[config.mk]
export PLATFORM = sky130hd
export DESIGN_NAME = fir_stream
export DESIGN_NICKNAME = d
export VERILOG_FILES = /design/src/rtl/fir_stream_pkg.sv /design/src/rtl/fir_stream_round_sat.sv /design/src/rtl/fir_stream.sv
export SDC_FILE = /design/constraint.sdc
export NUM_CORES = 2
export LEC_CHECK = 0
export ABC_AREA = 1
export CAP_MARGIN = 0
export CORE_ASPECT_RATIO = 1.75
export CORE_MARGIN = 2
export CORE_UTILIZATION = 55
export DETAILED_ROUTE_END_ITERATION = 10
export HOLD_SLACK_MARGIN = 0.1
export PLACE_DENSITY = 0.71
export SETUP_SLACK_MARGIN = 0.15
export SYNTH_ARGS = -nofsm -noshare
export SYNTH_HDL_FRONTEND = slang
export SYNTH_SLANG_ARGS = --single-unit
[constraint.sdc]
create_clock -name clk -period 8.3 [get_ports clk]
set_clock_uncertainty 0.1 [all_clocks]
set_input_delay 2.075 -clock clk [delete_from_list [all_inputs] [get_ports clk]]
set_output_delay 2.075 -clock clk [all_outputs]
set_load 0.05 [all_outputs]
[src/rtl/fir_stream_pkg.sv]
// rtl/fir_stream_pkg.sv - shared width, rounding and saturation helpers for fir_stream
package fir_stream_pkg;

  // Accumulator wide enough that a full sum of TAPS products cannot overflow.
  function automatic int acc_width(input int data_w, input int coef_w, input int taps);
    return data_w + coef_w + $clog2(taps);
  endfunction

  // Half an LSB of the output, added before the shift for round-half-up.
  function automatic int round_const(input int frac);
    return 1 << (frac - 1);
  endfunction

  // Largest representable output sample.
  function automatic int sat_max(input int data_w);
    return (1 << (data_w - 1)) - 1;
  endfunction

  // Smallest representable output sample.
  function automatic int sat_min(input int data_w);
    return -(1 << (data_w - 1));
  endfunction

endpackage

[src/rtl/fir_stream_round_sat.sv]
// rtl/fir_stream_round_sat.sv - round, shift and narrow the accumulator; FIR_STREAM_SAT_EN selects clamp over wrap
module fir_stream_round_sat
  import fir_stream_pkg::*;
#(
  parameter int DATA_W = 8,
  parameter int ACC_W  = 19,
  parameter int FRAC   = 6
) (
  input  logic signed [ACC_W-1:0]  i_acc,
  output logic signed [DATA_W-1:0] o_data
);

  localparam int                      SH_W   = ACC_W - FRAC;
  localparam logic signed [ACC_W-1:0] LP_RND = ACC_W'(round_const(FRAC));

  logic signed [ACC_W-1:0] w_rounded;
  logic signed [SH_W-1:0]  w_shifted;
  logic                    w_unused_frac;

  // The arithmetic shift right by FRAC is just dropping the fraction bits.
  assign w_rounded     = i_acc + LP_RND;
  assign w_shifted     = w_rounded[ACC_W-1:FRAC];
  assign w_unused_frac = ^w_rounded[FRAC-1:0];

`ifdef FIR_STREAM_SAT_EN
  localparam logic signed [SH_W-1:0] LP_MAX = SH_W'(sat_max(DATA_W));
  localparam logic signed [SH_W-1:0] LP_MIN = SH_W'(sat_min(DATA_W));

  // Clamp the shifted result into the output range.
  always_comb begin
    if (w_shifted > LP_MAX) begin
      o_data = LP_MAX[DATA_W-1:0];
    end else if (w_shifted < LP_MIN) begin
      o_data = LP_MIN[DATA_W-1:0];
    end else begin
      o_data = w_shifted[DATA_W-1:0];
    end
  end
`else
  logic w_unused_high;

  // Two's-complement wrap: keep only the low DATA_W bits.
  assign o_data        = w_shifted[DATA_W-1:0];
  assign w_unused_high = ^w_shifted[SH_W-1:DATA_W];
`endif

endmodule

[src/rtl/fir_stream.sv]
// rtl/fir_stream.sv - streaming pipelined FIR with programmable taps; output narrowing set by FIR_STREAM_SAT_EN
module fir_stream
  import fir_stream_pkg::*;
#(
  parameter int DATA_W = 8,
  parameter int COEF_W = 8,
  parameter int TAPS   = 8,
  parameter int FRAC   = 6
) (
  input  logic                      clk,
  input  logic                      reset,
  input  logic                      coef_we,
  input  logic [$clog2(TAPS)-1:0]   coef_addr,
  input  logic signed [COEF_W-1:0]  coef_data,
  input  logic                      in_valid,
  input  logic signed [DATA_W-1:0]  in_data,
  output logic                      out_valid,
  output logic signed [DATA_W-1:0]  out_data
);

  localparam int                       AW       = $clog2(TAPS);
  localparam int                       PROD_W   = DATA_W + COEF_W;
  localparam int                       ACC_W    = acc_width(DATA_W, COEF_W, TAPS);
  localparam logic signed [COEF_W-1:0] LP_UNITY = COEF_W'(1 << FRAC);

  logic signed [DATA_W-1:0] r_x    [TAPS];
  logic signed [COEF_W-1:0] r_coef [TAPS];
  logic signed [PROD_W-1:0] r_prod [TAPS];
  logic                     r_v0;
  logic                     r_v1;
  logic                     r_out_valid;
  logic signed [DATA_W-1:0] r_out_data;
  logic signed [ACC_W-1:0]  w_sum;
  logic signed [DATA_W-1:0] w_narrow;

  // Delay line: shift in a new sample only when one is offered.
  always_ff @(posedge clk) begin
    if (!reset) begin
      for (int k = 0; k < TAPS; k++) r_x[k] <= '0;
      r_v0 <= 1'b0;
    end else begin
      r_v0 <= in_valid;
      if (in_valid) begin
        r_x[0] <= in_data;
        for (int k = 1; k < TAPS; k++) r_x[k] <= r_x[k-1];
      end
    end
  end

  // Coefficient registers: reset to identity, out-of-range addresses match no tap.
  always_ff @(posedge clk) begin
    if (!reset) begin
      for (int k = 0; k < TAPS; k++) r_coef[k] <= (k == 0) ? LP_UNITY : '0;
    end else if (coef_we) begin
      for (int k = 0; k < TAPS; k++) begin
        if ({1'b0, coef_addr} == (AW+1)'(k)) r_coef[k] <= coef_data;
      end
    end
  end

  // Product stage: uses coefficients as they stand at this edge.
  always_ff @(posedge clk) begin
    if (!reset) begin
      for (int k = 0; k < TAPS; k++) r_prod[k] <= '0;
      r_v1 <= 1'b0;
    end else begin
      r_v1 <= r_v0;
      if (r_v0) begin
        for (int k = 0; k < TAPS; k++) begin
          r_prod[k] <= PROD_W'(r_coef[k]) * PROD_W'(r_x[k]);
        end
      end
    end
  end

  // Sum the sign-extended products at full accumulator width.
  always_comb begin
    w_sum = '0;
    for (int k = 0; k < TAPS; k++) w_sum = w_sum + ACC_W'(r_prod[k]);
  end

  fir_stream_round_sat #(
    .DATA_W (DATA_W),
    .ACC_W  (ACC_W),
    .FRAC   (FRAC)
  ) u_round_sat (
    .i_acc  (w_sum),
    .o_data (w_narrow)
  );

  // Output register: data only updates with a valid result, otherwise holds.
  always_ff @(posedge clk) begin
    if (!reset) begin
      r_out_valid <= 1'b0;
      r_out_data  <= '0;
    end else begin
      r_out_valid <= r_v1;
      if (r_v1) r_out_data <= w_narrow;
    end
  end

  assign out_valid = r_out_valid;
  assign out_data  = r_out_data;

endmodule

==> metrics.md <==
| Metric | Value |
|---|---|
| VDD IR-drop max | `297 uV` |
| Worst-skew pair later-pin latency | `0.57 ns` |
| Sequential area share after synthesis | `24.5%` |
| Antenna viol nets, final | `0` |
| Hold Crit Class | `flop to flop` |
| First-pass GRT wire length | `116 mm` |
| DRT iter0 DRCs | `1260` |
| WL final | `72.3 mm` |
| Ys flop type | `edfxtp_1` |
| Max Slew Vio Count | `0` |
| # setup viols final | `0` |
| TritonCTS buffer count | `26` |
| NetSw | `3.90 mW` |
| Switching Fraction | `48.4%` |
| Post-cts sizing count | `0` |
| Vias | `21441` |
| Max Root-Sink Buffers | `3` |
| Pint | `4.16 mW` |
| I/O pins | `32` |
| Placed inst area | `31000 sq um` |
| Comb pwr share | `62.9%` |
| HPWL after detailed placement | `60.5 mm` |
| Flop pwr share | `22.1%` |
| Root buffer cell | `clkbuf_16` |
| LEAKAGE | `17.8 nW` |
| Slew margin rel. | `24.7%` |
| Met1 GRT Util | `26.3%` |
| CP Launch Type | `flop` |
| Syn nets | `4276` |
| Critical Path Fanout Max | `9` |
| EDFF count, synth | `240` |
| Final worst slack | `3.70 ns` |
| Clock share of power | `14.9%` |
| Initial core utilization | `55.8%` |
| Fraction of registers with async set/reset | `0%` |
| Die Wd | `182 microns` |
| DR DRC count | `0` |
| Initial DRT Pass Iterations | `6` |
| Input/output buffers | `31` |
| Reg-to-reg setup timing slack | `3.70 ns` |
| P per Cell Area | `253 nW/um^2` |
| Setup_tns | `0 ns` |
| Fin nets | `4212` |
| CTS tree | `built` |
| Total Routing Usage GR | `26.5%` |
| Die area | `57200 sq um` |
| Outcome | `completed` |
| Antenna violations before repair | `0` |
| DP Worst Slack | `3.70 ns` |
| Min Tclk post-route | `4.60 ns` |
| CP endpoint kind | `flop` |
| Hold Buf Count CTS | `0` |
| Unrepaired setup endpoints after global routing | `false` |
| Worst endpoint required time | `8.51 ns` |
| Synthesis-to-layout area growth | `5.07%` |
| Num rows | `113` |
| Mapped cell area | `30400 sq um` |
| Maxcap violations | `0` |
| Crit path arrival time | `4.81 ns` |
| Most Crowded Layer GR | `met2` |
| Crit-path max cell delay | `0.66 ns` |
| DR WL/cell | `17.2 microns` |
| Met3 Use GR | `2.37%` |
| Routability Congestion | `0.952` |
| Count of cell types in the netlist | `50` |
| Clock transition at the registers of the reported paths | `0.06 ns` |
| Fraction of layout cells with a size suffix above 1 | `3.04%` |
| Slowest stage cell on the critical path | `fa_1` |
| Post-Layout Cell Count | `4209` |
| Yosys reg bits | `251` |
| Fin area | `31900 sq um` |
| Postcts setup bufs | `0` |
| Crit-path cells | `nand2_1 > fa_1 > inv_1 > fa_1 > inv_1 > fa_1 > inv_1 > fa_1 > ha_1 > inv_1 > nor3_1 > nand3_1 > o2111ai_1 > nand3_1 > nand2_1 > nor2_1` |
| Fin. Hold Viols | `0` |
| Clock sink count | `251` |
| Largest net degree at the start of global routing | `75` |
| Grt ovf | `0` |
| Die Span Y | `315 microns` |
| Ys Warns | `0` |
| Cells after DPL | `4162` |
| Core area | `54400 sq um` |
| Most common cell after layout, fill and taps aside | `inv_1` |
| H-tree levels | `1` |
| Critical setup path kind | `flop to flop` |
| Worst slew pin tran | `1.12 ns` |
| Vias in the first global route | `22976` |
| Fmax | `217 MHz` |
| Diodes inserted | `0` |
| Routed vias/inst | `5.09` |
| Grt met2 use | `51.4%` |
| Synthesized area per cell | `8.52 sq um` |
| Cells after synthesis | `3564` |
| Fin crit share | `55.4%` |
| Commonest cells after routing, fill and taps aside | `1158 x inv_1, 658 x nand2_1, 457 x fa_1` |
final timing paths:
check,to,from,cells after the start
setup / recovery,r_prod[0][61],r_x[0][26],16
hold / removal,out_data[2],out_data[2],2
setup reg to reg,r_prod[0][61],r_x[0][26],16
hold reg to reg,out_data[2],out_data[2],2
synthesized netlist by cell type (24+ instances only):
| master | count | area [sq um] |
|---|---|---|
| edfxtp_1 | 240 | 7210 |
| nand3_1 | 54 | 270 |
| inv_1 | 1158 | 4350 |
| inv_2 | 26 | 97.6 |
| o21ai_1 | 45 | 225 |
| o21ai_0 | 48 | 240 |
| xnor2_1 | 35 | 307 |
| nor2_1 | 229 | 860 |
| ha_1 | 232 | 2900 |
| a21oi_1 | 125 | 626 |
| nand2_1 | 659 | 2470 |
| buf_2 | 25 | 125 |
| xor2_1 | 24 | 210 |
| clkbuf_1 | 95 | 357 |
| fa_1 | 457 | 9150 |
power by group through the flow:
| stage | clock, mW | sequential, mW | combinational [mW] |
|---|---|---|---|
| final | 1.20 | 1.79 | 5.07 |
| after global routing | 1.26 | 1.80 | 5.79 |
| after CTS | 1.22 | 1.78 | 5.08 |
| after global placement | 0 | 1.81 | 4.92 |
| after floorplan | 0 | 1.67 | 3.81 |
| after detailed placement | 0 | 1.81 | 5.05 |
flip-flops by register name (all words and copies together), names as in the netlist:
name	flops
r_coef	64
out_valid	1
r_x	64
r_v1	1
r_prod	112
r_v0	1
out_data	8
metal layers:
| metal | routed length (microns) | up-vias |
|---|---|---|
| li1 | - | 10148 |
| met1 | 24000 | 10441 |
| met2 | 39400 | 607 |
| met3 | 2640 | 245 |
| met4 | 6200 | 0 |
| met5 | 0 | - |
cell families after synthesis:
family / count (synthesis) / synth area share (%)
adders and majority gates: 689 / 39.7
DFF: 251 / 24.5
and+or+nand+nor: 995 / 13.0
AOI/OAI and AO/OA: 251 / 4.46
buffers and inverters: 1316 / 16.5
xor gates and xnor gates: 62 / 1.86
through the flow:
step	power, mW	hold WS [ns]	util, %
floorplan	5.48	0.426	-
global placement	6.73	0.411	57.0
detailed placement	6.86	0.416	57.0
CTS	8.08	0.433	58.6
global route	8.85	0.443	58.6
finish	8.06	0.418	58.6
critical path: cells and delay by family, from the launching register on:
family | cells | cell delay [ns]
buffers and inverters | 4 | 0.26
adders and majority gates | 5 | 2.44
AOI/OAI and AO/OA | 1 | 0.14
DFF | 1 | 0.58
and+or+nand+nor | 6 | 0.82
final cells by class:
| cell class | count | area (sq um) |
|---|---|---|
| fillers | 4759 | 22500 |
| multi-input cells | 1997 | 17900 |
| flip-flops and latches | 251 | 7430 |
| inverters | 1187 | 4460 |
| well taps | 690 | 863 |
| clock buffers | 29 | 662 |
| repair buffers | 37 | 350 |
| clock inverters | 18 | 214 |
(Power assumes the default switching activity.)
